### config.mk
export PLATFORM = sky130hd
export DESIGN_NAME = stage_execute
export DESIGN_NICKNAME = d
export VERILOG_FILES = /design/src/rtl/asip_pkg.sv /design/src/rtl/vec_serial_mul.sv /design/src/rtl/stage_execute.sv
export SDC_FILE = /design/constraint.sdc
export NUM_CORES = 1
export LEC_CHECK = 0
export ABC_AREA = 1
export CORE_ASPECT_RATIO = 1.25
export CORE_MARGIN = 3
export CORE_UTILIZATION = 40
export CTS_BUF_LIST = sky130_fd_sc_hd__clkbuf_4
export CTS_CLUSTER_DIAMETER = 100
export DETAILED_ROUTE_END_ITERATION = 7
export PLACE_DENSITY = 0.72
export SLEW_MARGIN = 20
export SYNTH_ARGS = -nofsm -noshare
export SYNTH_HDL_FRONTEND = slang
export SYNTH_SLANG_ARGS = --single-unit
### constraint.sdc
create_clock -name clk -period 4.55 [get_ports clk]
set_input_delay 0.455 -clock clk [delete_from_list [all_inputs] [get_ports clk]]
set_output_delay 0.455 -clock clk [all_outputs]
set_load 0.01 [all_outputs]
### src/rtl/asip_pkg.sv
`default_nettype none
// ============================================================================
// Module   : asip_pkg
// Purpose  : Shared types for the ASIP pipeline: ALU opcodes, writeback
//            selects and execute-stage FSM states.
// Revision : 1.0
// ============================================================================
package asip_pkg;

    typedef enum logic [2:0] {
        ADD = 3'd0,
        SUB = 3'd1,
        AND = 3'd2,
        OR  = 3'd3,
        XOR = 3'd4,
        SHL = 3'd5,
        SHR = 3'd6,
        MUL = 3'd7
    } alu_op_e;

    localparam logic [1:0] WB_FROM_MEM = 2'd0;
    localparam logic [1:0] WB_FROM_ALU = 2'd1;
    localparam logic [1:0] WB_FROM_IMM = 2'd2;

    typedef enum logic [0:0] {
        IDLE     = 1'b0,
        MUL_BUSY = 1'b1
    } exec_state_e;

endpackage
`default_nettype wire

### src/rtl/vec_serial_mul.sv
`default_nettype none
// ============================================================================
// Module   : vec_serial_mul
// Purpose  : Lane-serial vector multiplier, one lane product per busy cycle.
// Revision : 1.0
// ============================================================================
module vec_serial_mul #(
    parameter int vecSize      = 4,
    parameter int registerSize = 8
) (
    input  logic                                 clk,
    input  logic                                 reset,
    input  logic                                 start,
    input  logic                                 busy,
    input  logic [vecSize-1:0][registerSize-1:0] a,
    input  logic [vecSize-1:0][registerSize-1:0] b,
    output logic                                 done,
    output logic [vecSize-1:0][registerSize-1:0] product
);

    localparam int c_CNT_W = (vecSize > 1) ? $clog2(vecSize) : 1;
    localparam logic [c_CNT_W-1:0] c_LAST_LANE = c_CNT_W'(vecSize - 1);

    logic [vecSize-1:0][registerSize-1:0] r_a;
    logic [vecSize-1:0][registerSize-1:0] r_b;
    logic [vecSize-1:0][registerSize-1:0] r_prod;
    logic [c_CNT_W-1:0]                   r_cnt;
    logic [registerSize-1:0]              w_lane;

    // Evaluated at lane width, so only the low bits of the product survive.
    assign w_lane = r_a[r_cnt] * r_b[r_cnt];
    assign done   = busy && (r_cnt == c_LAST_LANE);

    always_ff @(posedge clk) begin
        if (!reset) begin
            r_a    <= '0;
            r_b    <= '0;
            r_prod <= '0;
            r_cnt  <= '0;
        end else if (start) begin
            r_a    <= a;
            r_b    <= b;
            r_prod <= '0;
            r_cnt  <= '0;
        end else if (busy) begin
            r_prod[r_cnt] <= w_lane;
            r_cnt         <= r_cnt + c_CNT_W'(1);
        end
    end

    // Final lane is merged combinationally so the full vector is ready on done.
    always_comb begin
        product        = r_prod;
        product[r_cnt] = w_lane;
    end

endmodule
`default_nettype wire

### src/rtl/stage_execute.sv
`default_nettype none
// ============================================================================
// Module   : stage_execute
// Purpose  : Vector execute stage: lane ALU, serial MUL, address/store data.
// Revision : 1.0
// ============================================================================
module stage_execute #(
    parameter int vecSize      = 4,
    parameter int registerSize = 8
) (
    input  logic                                 clk,
    input  logic                                 reset,
    input  logic                                 valid_in,
    output logic                                 ready_out,
    input  logic [2:0]                           aluControl,
    input  logic [vecSize-1:0][registerSize-1:0] srcA,
    input  logic [vecSize-1:0][registerSize-1:0] srcB,
    input  logic [registerSize-1:0]              imm,
    input  logic [1:0]                           writeRegFrom_in,
    input  logic                                 writeEnable_in,
    output logic                                 valid_out,
    output logic [vecSize-1:0][registerSize-1:0] aluResult,
    output logic [vecSize-1:0][registerSize-1:0] writeData,
    output logic [registerSize-1:0]              address,
    output logic [registerSize-1:0]              imm_out,
    output logic [1:0]                           writeRegFrom,
    output logic                                 writeEnable
);
    import asip_pkg::*;

    localparam int c_SH_W = (registerSize > 1) ? $clog2(registerSize) : 1;

    exec_state_e                          r_state;
    exec_state_e                          w_stateNext;
    alu_op_e                              w_op;
    logic                                 w_accept;
    logic                                 w_mulStart;
    logic                                 w_mulDone;
    logic [c_SH_W-1:0]                    w_shamt;
    logic [registerSize-1:0]              w_addr;
    logic [vecSize-1:0][registerSize-1:0] w_aluVec;
    logic [vecSize-1:0][registerSize-1:0] w_mulVec;

    // Side-band of the in-flight MUL, released together with its result.
    logic [vecSize-1:0][registerSize-1:0] r_pendData;
    logic [registerSize-1:0]              r_pendAddr;
    logic [registerSize-1:0]              r_pendImm;
    logic [1:0]                           r_pendWrf;
    logic                                 r_pendWe;

    assign w_op    = alu_op_e'(aluControl);
    assign w_shamt = imm[c_SH_W-1:0];
    assign w_addr  = srcA[0] + imm;

    always_ff @(posedge clk) begin
        if (!reset) r_state <= IDLE;
        else        r_state <= w_stateNext;
    end

    always_comb begin
        w_stateNext = r_state;
        ready_out   = 1'b0;
        w_accept    = 1'b0;
        w_mulStart  = 1'b0;
        case (r_state)
            IDLE: begin
                ready_out  = 1'b1;
                w_accept   = valid_in;
                w_mulStart = valid_in && (w_op == MUL);
                if (w_mulStart) w_stateNext = MUL_BUSY;
            end
            MUL_BUSY: begin
                if (w_mulDone) w_stateNext = IDLE;
            end
            default: w_stateNext = IDLE;
        endcase
    end

    always_comb begin
        w_aluVec = '0;
        for (int i = 0; i < vecSize; i++) begin
            case (w_op)
                ADD:     w_aluVec[i] = srcA[i] + srcB[i];
                SUB:     w_aluVec[i] = srcA[i] - srcB[i];
                AND:     w_aluVec[i] = srcA[i] & srcB[i];
                OR:      w_aluVec[i] = srcA[i] | srcB[i];
                XOR:     w_aluVec[i] = srcA[i] ^ srcB[i];
                SHL:     w_aluVec[i] = srcA[i] << w_shamt;
                SHR:     w_aluVec[i] = srcA[i] >> w_shamt;
                default: w_aluVec[i] = '0;
            endcase
        end
    end

    vec_serial_mul #(
        .vecSize      (vecSize),
        .registerSize (registerSize)
    ) u_mul (
        .clk     (clk),
        .reset   (reset),
        .start   (w_mulStart),
        .busy    (r_state == MUL_BUSY),
        .a       (srcA),
        .b       (srcB),
        .done    (w_mulDone),
        .product (w_mulVec)
    );

    always_ff @(posedge clk) begin
        if (!reset) begin
            valid_out    <= 1'b0;
            aluResult    <= '0;
            writeData    <= '0;
            address      <= '0;
            imm_out      <= '0;
            writeRegFrom <= '0;
            writeEnable  <= 1'b0;
            r_pendData   <= '0;
            r_pendAddr   <= '0;
            r_pendImm    <= '0;
            r_pendWrf    <= '0;
            r_pendWe     <= 1'b0;
        end else begin
            valid_out   <= 1'b0;
            writeEnable <= 1'b0;
            if (w_accept && !w_mulStart) begin
                valid_out    <= 1'b1;
                aluResult    <= w_aluVec;
                writeData    <= srcB;
                address      <= w_addr;
                imm_out      <= imm;
                writeRegFrom <= writeRegFrom_in;
                writeEnable  <= writeEnable_in;
            end else if (w_mulDone) begin
                valid_out    <= 1'b1;
                aluResult    <= w_mulVec;
                writeData    <= r_pendData;
                address      <= r_pendAddr;
                imm_out      <= r_pendImm;
                writeRegFrom <= r_pendWrf;
                writeEnable  <= r_pendWe;
            end
            if (w_mulStart) begin
                r_pendData <= srcB;
                r_pendAddr <= w_addr;
                r_pendImm  <= imm;
                r_pendWrf  <= writeRegFrom_in;
                r_pendWe   <= writeEnable_in;
            end
        end
    end

endmodule
`default_nettype wire

---- Yosys cells after proc, flatten, opt, wreduce, memory -nomap -nowiden ----
Index checks and enable logic that the tools add are counted.
storage, ports and cells
  output and inout port bits .............. 85
  word-level logic and storage cells ...... 113
  register bits ........................... 202
  input port bits ......................... 81
operators by class
  bitwise operators ....................... 14
  reduce and logical (&&, ||, !) cells .... 8
  shift-type cells ........................ 8
  equal/unequal tests ..................... 8
  $lt $le $gt $ge ......................... 2
  $mul .................................... 1
  mux-type cells .......................... 31
  add/subtract/negate cells ............... 10
operator list
  cell                   count
  $pmux W8 S7            4
  $mux W32               4
  $mux W8                7
  $add A8 B8 Y8          5
  $and A8 B8 Y8          4
  $bmux W8 S2            2
  $bwmux W32             1
  $or A8 B8 Y8           4
  $shl A8 B3 Y8          4
  $shr A8 B3 Y8          4
  $sub A8 B8 Y8          4
  $xor A8 B8 Y8          4
  $demux W8 S2           1
  $eq A3 B3 Y1 const B   4
  $mux W1                9
  $mul A8 B8 Y8          1
  $eq A3 B2 Y1 const B   2
  $logic_and A1 B1 Y1    4
  $mux W2                2
  $eq A3 B1 Y1 const B   1
  $logic_not A3 Y1       1
  $lt A2 B3 Y1 const B   1
  $add A2 B1 Y2 const B  1
  $eq A2 B2 Y1 const B   1
  6 further kinds        7

---- Longest topological paths before layout ----
Gate-level depths: netlist of the first run.
  depth after elaboration ................. 7
  depth in mapped cells ................... 32
  mapped depth without buffers ............ 31

---- By module ----
From an unflattened synthesis of the first run, not the netlist that was laid out.
unflattened totals
  cells, all modules ...................... 2603
  area total of the unflattened synthesis .. 16776.1 um2
by module, submodules not included
  module          area an instance (um2)  cells an instance  sequential area each (um2)  instances
  stage_execute   11164.5                 1772               2722.6                      1
  vec_serial_mul  5611.6                  831                1961.9                      1

---- Least setup slack after synthesis of the first run ----
Ideal clock, no wire load.
  kind .................................... register to register
  start ................................... reg u_mul.r_cnt[0]
  end ..................................... reg aluResult[15] (netlist name)
  required time ........................... 4441 ps
  buffers on the path ..................... 2
  cell stages (with the launch flop) ...... 31
  period minus slack after synthesis ...... 4489 ps
  arrival ................................. 4380 ps
  setup time .............................. 109 ps
  path slack .............................. 61 ps
  path through ............................ dfxtp_1 > buf_6 > buf_8 > nand2_2 > o21ai_1 > nand2_1 > nand2_1 > nand2_1 > fa_1 > fa_1 > inv_1 > fa_1 > inv_1 > fa_1 > inv_1 > ha_1 > nand2_1 > o21ai_0 > nand3_1 > nand2_1 > inv_1 > nand2_1 > nand2_1 > nand2_1 > nand2_2 > nand2_2 > nand3_2 > nand3_1 > nand3_1 > nand2_1 > inv_1
between the ends
  cells in the longest elaborated chain, start to end .. 7
  elaborated cells on any way between the ends .. 16
  classes of those cells .................. 1 x mul; 2 x order compare; 1 x eq/ne; 9 x mux; 3 x reduce/logical
ends and longest elaborated chain
  item                                                   line                  source
  start, declared                                        vec_serial_mul.sv:27  logic [c_CNT_W-1:0] r_cnt;
  start signal, assigned                                 vec_serial_mul.sv:47  r_cnt <= r_cnt + c_CNT_W'(1);
  branches (longest 7 deep; another with $mul A8 B8 Y8)  --
  end signal, assigned                                   stage_execute.sv:128  aluResult <= w_aluVec;
  end signal, assigned                                   stage_execute.sv:136  aluResult <= w_mulVec;
  end, declared                                          stage_execute.sv:22   output logic [vecSize-1:0][registerSize-1:0] aluResult,
Several ways; the timed one is not identified. The select of a mux whose other input is x is not followed.
A chain may end at the register's enable or synchronous reset.

---- Final worst setup path of the first run ----
  start ................................... reg u_mul.r_cnt[0]
  end ..................................... reg aluResult[7] (netlist name)
Same word-level chain as after synthesis.

==> results of run 1 <==
==> layout by cell type (no fill, tap or decap), types with 17 or more instances in the layout <==
| master | n |
|---|---|
| nand2_1 | 449 |
| inv_1 | 264 |
| o21ai_0 | 193 |
| dfxtp_1 | 193 |
| clkdlybuf4s50_1 | 162 |
| a21oi_1 | 145 |
| nor2_1 | 127 |
| ha_1 | 120 |
| buf_4 | 100 |
| nand3_1 | 70 |
| o22ai_1 | 48 |
| o221ai_1 | 44 |
| xor2_1 | 30 |
| nand2_2 | 21 |
| inv_2 | 18 |
| o211ai_1 | 17 |
| clkbuf_4 | 17 |
==> area by class of cell <==
cell class	instances	share of cell area, %
Antenna cell	3	0.0434
Clock buffer	17	0.738
Clock inverter	15	1.11
Inverter	288	6.33
Multi-Input combinational cell	1467	50.7
Sequential cell	195	22.6
Tap cell	468	3.39
Timing Repair Buffer	280	15.1
==> state kept, by name, indices dropped and copies added, names as in the netlist, 2 cells and up <==
name,cells
r_pendImm,8
aluResult,32
writeRegFrom,2
r_pendWrf,2
u_mul.r_b,24
r_pendAddr,8
writeData,32
u_mul.r_prod,25
address,8
r_pendData,8
u_mul.r_a,32
u_mul.r_cnt,2
imm_out,8
==> final timing paths <==
path	end	slack, ns	cells after the start
setup / recovery	aluResult[7]	0.01	30
hold / removal	address[3]	0.18	3
setup reg to reg	aluResult[7]	0.01	30
hold reg to reg	address[0]	0.47	2
==> power groups by stage <==
stage,logic (mW),clock network [mW],registers [mW]
2_1_floorplan,0.636,0,1.91
3_3_place_gp,1.19,0,1.90
3_5_place_dp,1.20,0,1.90
4_1_cts,1.22,1.09,1.87
5_1_grt,1.36,1.15,1.88
6_report,1.25,1.08,1.87
==> metal layers <==
layer	wire length [µm]	share of wire [%]	vias to the layer above
met1	22900	39	7347
li1	-	-	7268
met3	4680	8.0	173
met2	27300	47	791
met5	0	0	-
met4	3760	6.4	0
==> timing repair <==
action | in CTS | in global routing
setup endpoints to repair | 17 | 18
gates resized for setup | 38 | 29
gates cloned | 1 | 0
pin swaps | 16 | 23
endpoints found under the hold margin | 0 | 0
hold buffers | 0 | 0
buffers inserted | 10 | 5
==> critical path: cells and delay by family, from the launching register on <==
family | cells | cell delay [ns]
DFF | 1 | 0.47
buffers and inverters | 9 | 0.60
and+or+nand+nor | 15 | 1.18
adders and majority gates | 5 | 2.10
AOI/OAI and AO/OA | 1 | 0.14
==> kinds of logic (layout without fill, tap and decap cells) <==
| kind of cell | after synthesis | count (layout) | synth area share, % |
|---|---|---|---|
| adder cells (fa/ha/maj) | 141 | 141 | 13.4 |
| AND/OR/NAND/NOR | 733 | 733 | 21.4 |
| other | 0 | 3 | 0 |
| flip-flops | 195 | 195 | 27.6 |
| AO/OA/AOI/OAI | 552 | 552 | 23.5 |
| XOR/XNOR | 41 | 41 | 2.54 |
| buffers and inverters | 403 | 600 | 11.4 |
==> synthesized netlist by cell type (9+ instances only) <==
| cell type | instances | area share [%] |
|---|---|---|
| o211ai_1 | 17 | 0.90 |
| inv_1 | 273 | 7.3 |
| o221ai_1 | 44 | 2.7 |
| a211oi_1 | 14 | 0.74 |
| dfxtp_1 | 195 | 28 |
| o21ai_0 | 196 | 6.9 |
| clkbuf_1 | 54 | 1.4 |
| a31oi_1 | 9 | 0.40 |
| o21a_1 | 11 | 0.58 |
| nor2_1 | 133 | 3.5 |
| xnor2_1 | 11 | 0.68 |
| nand2_1 | 460 | 12 |
| nor3_1 | 16 | 0.57 |
| xor2_1 | 30 | 1.9 |
| a21oi_1 | 146 | 5.2 |
| inv_2 | 11 | 0.29 |
| o31ai_1 | 9 | 0.48 |
| buf_2 | 31 | 1.1 |
| fa_1 | 17 | 2.4 |
| o22ai_1 | 48 | 2.1 |
| nand2_2 | 12 | 0.53 |
| ha_1 | 124 | 11 |
| a221oi_1 | 16 | 0.99 |
| o2111ai_1 | 15 | 0.93 |
| buf_1 | 19 | 0.51 |
| nand3_1 | 78 | 2.8 |
==> results_dict.tcl, run 1 <==
set metrics [dict create \
    use_met3_pct 4.15 \
    ant_nets 0 \
    period_needed_ns 4.54 \
    status "completed" \
    die-area_um2 37600 \
    async_flop_share_pct 0 \
    ys_warn_count 0 \
    finalMaxSlewViolations 0 \
    max_freq_mhz 220 \
    fp.dieH_um 216 \
    seqPwrFrac_pct 44.5 \
    setup_slack_ns 0.0126 \
    place_area_um2 16600 \
    area.growth.synth_to_final_pct 22.5 \
    final_area_um2 17300 \
    relSlewSlack_pct 26.9 \
    clock_path_buffers 2 \
    period_share_pct 99.7 \
    port_buffers 165 \
    skew_ns 0.0413 \
    synthCells 2065 \
    multi_input_area_um2 8760 \
    finalHoldViolations 0 \
    h-tree-depth 4 \
    dp_slack_ns -0.336 \
    initial_core_util_pct 40.8 \
    row_count 76 \
    holdCritStartpoint "reset" \
    setup.worst_path.start_class "flip-flop" \
    fillers 3530 \
    busiest_layer "met2" \
    p_sw_mw 1.55 \
    io_pins 166 \
    synth_flop_cell "dfxtp_1" \
    cts.sinks 195 \
    grt_pass1_wl_mm 88.9 \
    slowest_delay_ns 0.49 \
    grt_max_degree 61 \
    synth.distinct_cells 52 \
    critPathCaptureType "flip-flop" \
    p_comb_share_pct 29.7 \
    critPathSlowestCell "fa_1" \
    yosysSeqAreaShare_pct 27.6 \
    die_w_um 174 \
    swShare_pct 36.9 \
    cp.arrival_ns 5.14 \
    drt_iter0_markers 1717 \
    clkPwrFrac_pct 25.8 \
    numCtsBuffers 17 \
    final_nets 2471 \
    clk-insertion-delay-late_ns 0.70 \
    finalPower_mw 4.20 \
    p_leak_nw 7.83 \
    synth_area_per_cell_um2 6.84 \
    r2r-start "u_mul.r_cnt[0]" \
    track_usage_pct 30.6 \
    cts_tree "built" \
    cap_violations 0 \
    worstSetupStartpoint "u_mul.r_cnt[0]" \
    antenna_found_initial 1 \
    cp.required_ns 5.15 \
    first_global_vias 15128 \
    setup_tns_ns 0 \
    clk_pin_slew_worst_paths_ns 0.20 \
    via_count 15579 \
    wl_per_cell_um 21.5 \
    hold_class "in2reg" \
    use_met1_pct 38.0 \
    syn-num-nets 2287 \
    final_cells 2733 \
    drive_gt1_share_pct 10.7 \
    cp_common_cell "nand2_1" \
    p_int_mw 2.65 \
    syn_area_um2 14100 \
    fp.coreArea_um2 34600 \
    place_inst 2682 \
    firstDrtPassIters 6 \
    wirelength_mm 58.7 \
    grt-ovfl-total 0 \
    rsz0062_at_grt "yes" \
    seq_area_um2 3910 \
    finish.utilization_pct 50.0 \
    whs_ns 0.178 \
    use_met2_pct 50.6 \
    p_per_area_nw_per_um2 243 \
    worst_pin_slew_ns 1.10 \
    setup_viol 0 \
    routed_via_density 5.70 \
    root_buffer "clkbuf_4" \
    vdd_drop_max_mv 0.182 \
    gp_congestion 1.02 \
    crit_path_max_fanout 7 \
    drcViolationCount 0 \
    ys_seq_elements 195 \
    synth-edff-count 0 \
    critical_path_class "reg2reg" \
    dpl.hpwl_mm 44.1 \
]
Note: power is estimated with default switching activity, not from simulation.
==> inputs of run 2 (changes only) <==
GPL_ROUTABILITY_DRIVEN = 0   (was unset)
PLACE_DENSITY = 0.73   (was 0.72)
TNS_END_PERCENT = 10   (was unset)
==> run 2 against run 1 <==
The run now ends with design-rule violations, negative setup slack left. Core utilization decreased by 1.3 points. Via count up 0.51%. First-iteration DRC count rose by 22%. Clock skew shrank 0.0024 ns. Critical path depth increased by 1. Highest routed layer unchanged. Sequential power about the same. Sequential cell count is the same. Register-to-register slack got worse by 0.09 ns. Global-route usage fell by 1.9 points. Wire length fell by 5.3%. Combinational power is essentially flat.
==> results_dict.tcl, run 2 (same netlist as run 1, synthesis figures left out) <==
set metrics [dict create \
    status "finished with violations" \
    violations "design-rule violations, negative setup slack" \
    cp.required_ns 5.13 \
    skew_ns 0.0390 \
    dpl.hpwl_mm 41.4 \
    fillers 3529 \
    vdd_drop_max_mv 0.179 \
    holdCritStartpoint "writeEnable_in" \
    clk-insertion-delay-late_ns 0.69 \
    h-tree-depth 4 \
    ant_nets 0 \
    setup.worst_path.start_class "flip-flop" \
    drive_gt1_share_pct 8.03 \
    r2r-start "u_mul.r_cnt[0]" \
    seq_area_um2 3910 \
    cp.arrival_ns 5.21 \
    die-area_um2 37600 \
    cts_tree "built" \
    routed_via_density 5.80 \
    p_per_area_nw_per_um2 243 \
    via_count 15658 \
    critPathSlowestCell "fa_1" \
    whs_ns 0.408 \
    drt_iter0_markers 2087 \
    worst_pin_slew_ns 0.977 \
    p_sw_mw 1.56 \
    p_int_mw 2.53 \
    track_usage_pct 28.7 \
    clk_pin_slew_worst_paths_ns 0.17 \
    grt-ovfl-total 0 \
    largestRegisters "aluResult (32), u_mul.r_a (32), writeData (32)" \
    die_w_um 174 \
    cts.sinks 195 \
    cp_common_cell "nand2_1" \
    clkPwrFrac_pct 24.7 \
    finalMaxSlewViolations 0 \
    rsz0062_at_grt "yes" \
    row_count 76 \
    p_leak_nw 7.63 \
    final_cells 2698 \
    drcViolationCount 37 \
    fp.dieH_um 216 \
    setup_viol 6 \
    max_freq_mhz 216 \
    wirelength_mm 55.5 \
    grt_pass1_wl_mm 84.6 \
    worstSetupStartpoint "u_mul.r_cnt[0]" \
    seqPwrFrac_pct 45.5 \
    antenna_found_initial 1 \
    slowest_delay_ns 0.53 \
    setup_slack_ns -0.0739 \
    first_global_vias 15199 \
    root_buffer "clkbuf_4" \
    p_comb_share_pct 29.8 \
    firstDrtPassIters 8 \
    place_inst 2663 \
    area.growth.synth_to_final_pct 19.4 \
    grt_max_degree 63 \
    final_cell_mix "nand2_1, inv_1, dfxtp_1" \
    initial_core_util_pct 40.8 \
    wl_per_cell_um 20.6 \
    finalHoldViolations 0 \
    crit_path_max_fanout 8 \
    io_pins 166 \
    multi_input_area_um2 8660 \
    critPathCaptureType "flip-flop" \
    critical_path_class "reg2reg" \
    fp.coreArea_um2 34600 \
    period_needed_ns 4.62 \
    swShare_pct 38.2 \
    period_share_pct 102 \
    clock_path_buffers 2 \
    final_nets 2438 \
    port_buffers 165 \
    layout_commonest_cell "nand2_1" \
    cap_violations 0 \
    hold_class "in2reg" \
    relSlewSlack_pct 33.2 \
    numCtsBuffers 17 \
]
==> run 2: through the flow <==
stage | instance area [µm²] | power (mW) | setup TNS [ns] | utilization, % | setup WS [ns]
detailed placement | 16500 | 3.08 | -1.86 | 47.6 | -0.324
global route | 16900 | 4.27 | -2.25 | 48.7 | -0.348
finish | 16900 | 4.10 | -0.228 | 48.7 | -0.0739
global placement | 16500 | 3.05 | -0.843 | 47.6 | -0.171
floorplan | 14100 | 2.54 | 0 | - | 0.0614
CTS | 16800 | 4.06 | -0.0280 | 48.6 | -0.0138
==> run 2: worst max-delay path, delay by kind of cell (launching register included) <==
kind / cells / cell delay (ns)
fa+ha+maj: 5 / 2.20
buf+inv: 8 / 0.51
compound gates: 2 / 0.23
simple gates: 16 / 1.15
flops: 1 / 0.43
==> run 2: final timing paths <==
check,slack [ns],cells after the start,end
min reg2reg,0.46,2,imm_out[3]
max,-0.07,31,aluResult[15]
max reg2reg,-0.07,31,aluResult[15]
min,0.41,3,writeEnable
==> run 2: layout make-up <==
cell class,instances,area share (%)
Sequential cell,195,23.2
Inverter,288,6.44
Multi-Input combinational cell,1467,51.4
Tap cell,468,3.47
Timing Repair Buffer,247,13.8
Clock buffer,17,0.757
Antenna cell,1,0.0148
Clock inverter,15,0.972
==> run 2: power by group through the flow <==
| stage | Combinational (mW) | Clock, mW | Sequential (mW) |
|---|---|---|---|
| after floorplan | 0.636 | 0 | 1.91 |
| after global placement | 1.15 | 0 | 1.90 |
| after detailed placement | 1.18 | 0 | 1.90 |
| after CTS | 1.19 | 1.01 | 1.86 |
| after global routing | 1.32 | 1.08 | 1.87 |
| final | 1.22 | 1.01 | 1.86 |
==> run 2: repair_timing <==
item	4_1_cts	5_1_grt
setup endpoints to repair	7	15
gates resized for setup	15	12
setup buffers	2	0
endpoints found under the hold margin	0	0
hold buffers	0	0
pin swaps	2	3
==> run 2: routing by layer <==
metal | share of wire [%] | vias to the layer above | track usage, %
met5 | 0 | - | 0
met4 | 8.9 | 0 | 21.7
met3 | 10 | 275 | 5.78
met2 | 45 | 972 | 46.1
met1 | 36 | 7210 | 33.6
li1 | - | 7201 | -
==> RTL edit 1, RTL diff (config.mk and constraints of run 2) <==
`registerSize` is set to 8 in 2 places; all go to 4.
--- a/src/rtl/vec_serial_mul.sv
+++ b/src/rtl/vec_serial_mul.sv
@@ -6,7 +6,7 @@
 // ============================================================================
 module vec_serial_mul #(
     parameter int vecSize      = 4,
-    parameter int registerSize = 8
+    parameter int registerSize = 4
 ) (
     input  logic                                 clk,
     input  logic                                 reset,
--- a/src/rtl/stage_execute.sv
+++ b/src/rtl/stage_execute.sv
@@ -6,7 +6,7 @@
 // ============================================================================
 module stage_execute #(
     parameter int vecSize      = 4,
-    parameter int registerSize = 8
+    parameter int registerSize = 4
 ) (
     input  logic                                 clk,
     input  logic                                 reset,
Interface: changed (7 resized); port bits go from 166 to 90. The function was not compared with the original's and may differ.
==> RTL edit 1 against run 2 <==
Setup slack gained 1.5 ns; core utilization shrank 0.13 points; clock skew shrank 0.024 ns; cell area shrank 55%; count of clock-buffer cells in the layout shrank 7; non-clock buffer count shrank 149; maximum frequency grew 49%; combinational power shrank 58%; wire length shrank 63%; power shrank 53%; sequential cell count shrank 92; synthesized area shrank 54%.
==> RTL edit 1: results <==
{
  "use_met1_pct": 28.9,
  "yosysSeqAreaShare_pct": 31.6,
  "synth_cells": 903,
  "synth.area.top_cells": "dfxtp_1 (32%), ha_1 (12%), nand2_1 (10%), inv_1 (6.6%), o21ai_0 (6.1%)",
  "peakVddDrop_mv": 0.116,
  "tritoncts.num_buffers": 9,
  "wl_per_cell_um": 17.2,
  "synth_warnings": 0,
  "post-cts-setup-buffer-count": 0,
  "fillers": 1585,
  "grt_pass1_vias": 6109,
  "first_pass_iters": 6,
  "grt.total_usage_pct": 22.6,
  "path_max_fanout": 13,
  "layout-drive-gt1-share_pct": 5.03,
  "syn_nets": 1013,
  "leakagePower_uw": 0.00332,
  "wl_met2_um": 9630,
  "wl_met3_um": 1700,
  "hp-class": "flop to flop",
  "route.vias.total": 6497,
  "cp_slowest_cell": "dfxtp_1",
  "largestRegisters": "aluResult (16), u_mul.r_a (16), writeData (16)",
  "status": "finished, final reports clean",
  "htree_levels": 3,
  "yosys-top-cells-count": "nand2_1 (178), inv_1 (114), dfxtp_1 (103)",
  "crit_family": "simple AND/OR/NAND/NOR gates",
  "slowest_delay_ns": 0.72,
  "grt_pass1_wl_um": 31900,
  "cts_resized": 0,
  "gr-usage-met3_pct": 4.18,
  "clk_latency_ns": 0.48,
  "gr-usage-met2_pct": 37.2,
  "fin_util_pct": 48.6,
  "drt_iter0_drc": 558,
  "met1_length_um": 8510,
  "skew_ns": 0.0151,
  "cp.arrival_ns": 3.48,
  "slew_headroom_pct": 24.0,
  "place_ws_ns": 1.13,
  "dpl_cell_area_sq_um": 7540,
  "layoutNonFillerInstCount": 1187
}
==> RTL edit 1: cell types whose count changed after synthesis, moves of 21 or more <==
cell,before,now
a21oi_1,146,65
clkbuf_1,54,24
nand3_1,78,30
dfxtp_1,195,103
xor2_1,30,9
o21ai_0,196,80
inv_1,273,114
nor2_1,133,68
nand2_1,460,178
ha_1,124,60
==> RTL edit 1: area by class of cell <==
cell class | count | share of cell area (%)
Inverter | 126 | 6.24
Tap cell | 212 | 3.46
Clock buffer | 10 | 0.981
Sequential cell | 103 | 26.9
Multi-Input combinational cell | 631 | 49.3
Timing Repair Buffer | 98 | 12.5
Clock inverter | 6 | 0.556
Antenna cell | 1 | 0.0327
==> RTL edit 1: report_power, final <==
part / total (uW) / internal, uW / switching, uW
Clock: 451 / 121 / 329
Combinational: 510 / 214 / 296
Sequential: 978 / 949 / 28.9
==> RTL edit 1: final timing paths <==
kind                                                  start                           end  slack (ns)  cells past startpoint
worst min-delay path             r_pendAddr[1]$_SDFFE_PN0P_       address[1]$_SDFFE_PN0P_        0.46                      2
worst max-delay path            u_mul.r_cnt[0]$_SDFFE_PP0P_  u_mul.r_prod[3]$_SDFFE_PP0P_        1.45                     16
worst min register to register   r_pendAddr[1]$_SDFFE_PN0P_       address[1]$_SDFFE_PN0P_        0.46                      2
worst max register to register  u_mul.r_cnt[0]$_SDFFE_PP0P_  u_mul.r_prod[3]$_SDFFE_PP0P_        1.45                     16
==> RTL edit 1: cells by family after synthesis <==
kind of cell	share of synthesized area, %
AO/OA/AOI/OAI	23.4
adder cells (fa/ha/maj)	13.1
buffers and inverters	10.5
flip-flops	31.6
AND/OR/NAND/NOR	19.0
XOR/XNOR	2.29
==> RTL edit 2, RTL diff (flow settings as in run 2) <==
Made on the original files. Make the reset (`reset`) asynchronous in 3 clocked blocks.
--- a/src/rtl/vec_serial_mul.sv
+++ b/src/rtl/vec_serial_mul.sv
@@ -31,7 +31,7 @@
     assign w_lane = r_a[r_cnt] * r_b[r_cnt];
     assign done   = busy && (r_cnt == c_LAST_LANE);
 
-    always_ff @(posedge clk) begin
+    always_ff @(posedge clk or negedge reset) begin
         if (!reset) begin
             r_a    <= '0;
             r_b    <= '0;
--- a/src/rtl/stage_execute.sv
+++ b/src/rtl/stage_execute.sv
@@ -52,7 +52,7 @@
     assign w_shamt = imm[c_SH_W-1:0];
     assign w_addr  = srcA[0] + imm;
 
-    always_ff @(posedge clk) begin
+    always_ff @(posedge clk or negedge reset) begin
         if (!reset) r_state <= IDLE;
         else        r_state <= w_stateNext;
     end
@@ -106,7 +106,7 @@
         .product (w_mulVec)
     );
 
-    always_ff @(posedge clk) begin
+    always_ff @(posedge clk or negedge reset) begin
         if (!reset) begin
             valid_out    <= 1'b0;
             aluResult    <= '0;
Check against the original RTL: differs if reset is asserted again (counterexample within 4 cycles, from zero or initial values and one cycle with reset low); with reset held inactive, the same outputs for 4 cycles.
==> RTL edit 2 against run 2 <==
The run ends with negative setup slack left; core utilization rose by 1.4 points; sequential cell count is 7 higher; setup slack worse by 0.020 ns; synthesized area rose by 9.0%; wire length grew 1.9%; cell area rose by 12%; critical path depth fell by 3.
Power is left out: it rests on default switching activity, and per cell area and clock period it moved more than threefold.
==> RTL edit 2: results <==
{
  "cts_buffer_depth": 3,
  "dieArea_sq_um": 40900,
  "synth-main-ff-cell": "dfrtp_1",
  "gr-usage-met2_pct": 44.0,
  "grt_pass1_vias": 15926,
  "violations": "negative setup slack",
  "yosysSeqAreaShare_pct": 32.8,
  "r2r_end": "aluResult[7]$_DFFE_PN0P_",
  "seq_area_sq_um": 5060,
  "worst_slack_ns": -0.0939,
  "status": "finished, violations left",
  "holdPathEnd": "r_pendWrf[1]$_DFFE_PN0P_",
  "skew_ns": 0.0452,
  "hpwl_um": 41300,
  "clock_buffers": 70,
  "setup_violations": 8,
  "grt.total_usage_pct": 26.9,
  "grt_max_degree": 125,
  "clk_latency_ns": 0.74,
  "timing.hold.ws_ns": 0.310,
  "wl_met3_um": 4530,
  "slowest_delay_ns": 0.59,
  "r2r_cells": 28,
  "min_from": "writeRegFrom_in[1]",
  "multi_input_cells": 1560,
  "routed_wl_um": 56600,
  "gr-usage-met3_pct": 5.04,
  "multi_input_area_sq_um": 9120,
  "use_met1_pct": 30.9,
  "tritoncts.num_buffers": 52,
  "met1_length_um": 20600,
  "setup_tns_ns": -0.653,
  "via_per_inst": 5.62,
  "synth_fa_ha_area_share_pct": 12.3,
  "path_max_fanout": 7,
  "max_slew.worst_pin.slew_ns": 0.992,
  "wl_met2_um": 26300
}
## RTL edit 2: cell count changes in the layout (fill, tap and decap cells not counted), moves of 12 or more
| cell | run 2 | this run |
|---|---|---|
| dfrtp_1 | 0 | 200 |
| dfxtp_1 | 194 | 0 |
| nand2_1 | 456 | 553 |
| o21ai_0 | 192 | 263 |
| a21oi_1 | 145 | 89 |
| clkbuf_4 | 17 | 70 |
| o22ai_1 | 48 | 2 |
| inv_1 | 271 | 226 |
| o211ai_1 | 17 | 40 |
| nand2_2 | 15 | 30 |
| a211oi_1 | 14 | 2 |
## RTL edit 2: what timing repair did
action,in CTS,in global routing
pin swaps,0,32
gates resized for setup,8,66
setup buffers,0,16
hold buffers,2,0
gates cloned,0,2
endpoints found under the setup margin,12,24
endpoints found under the hold margin,98,0
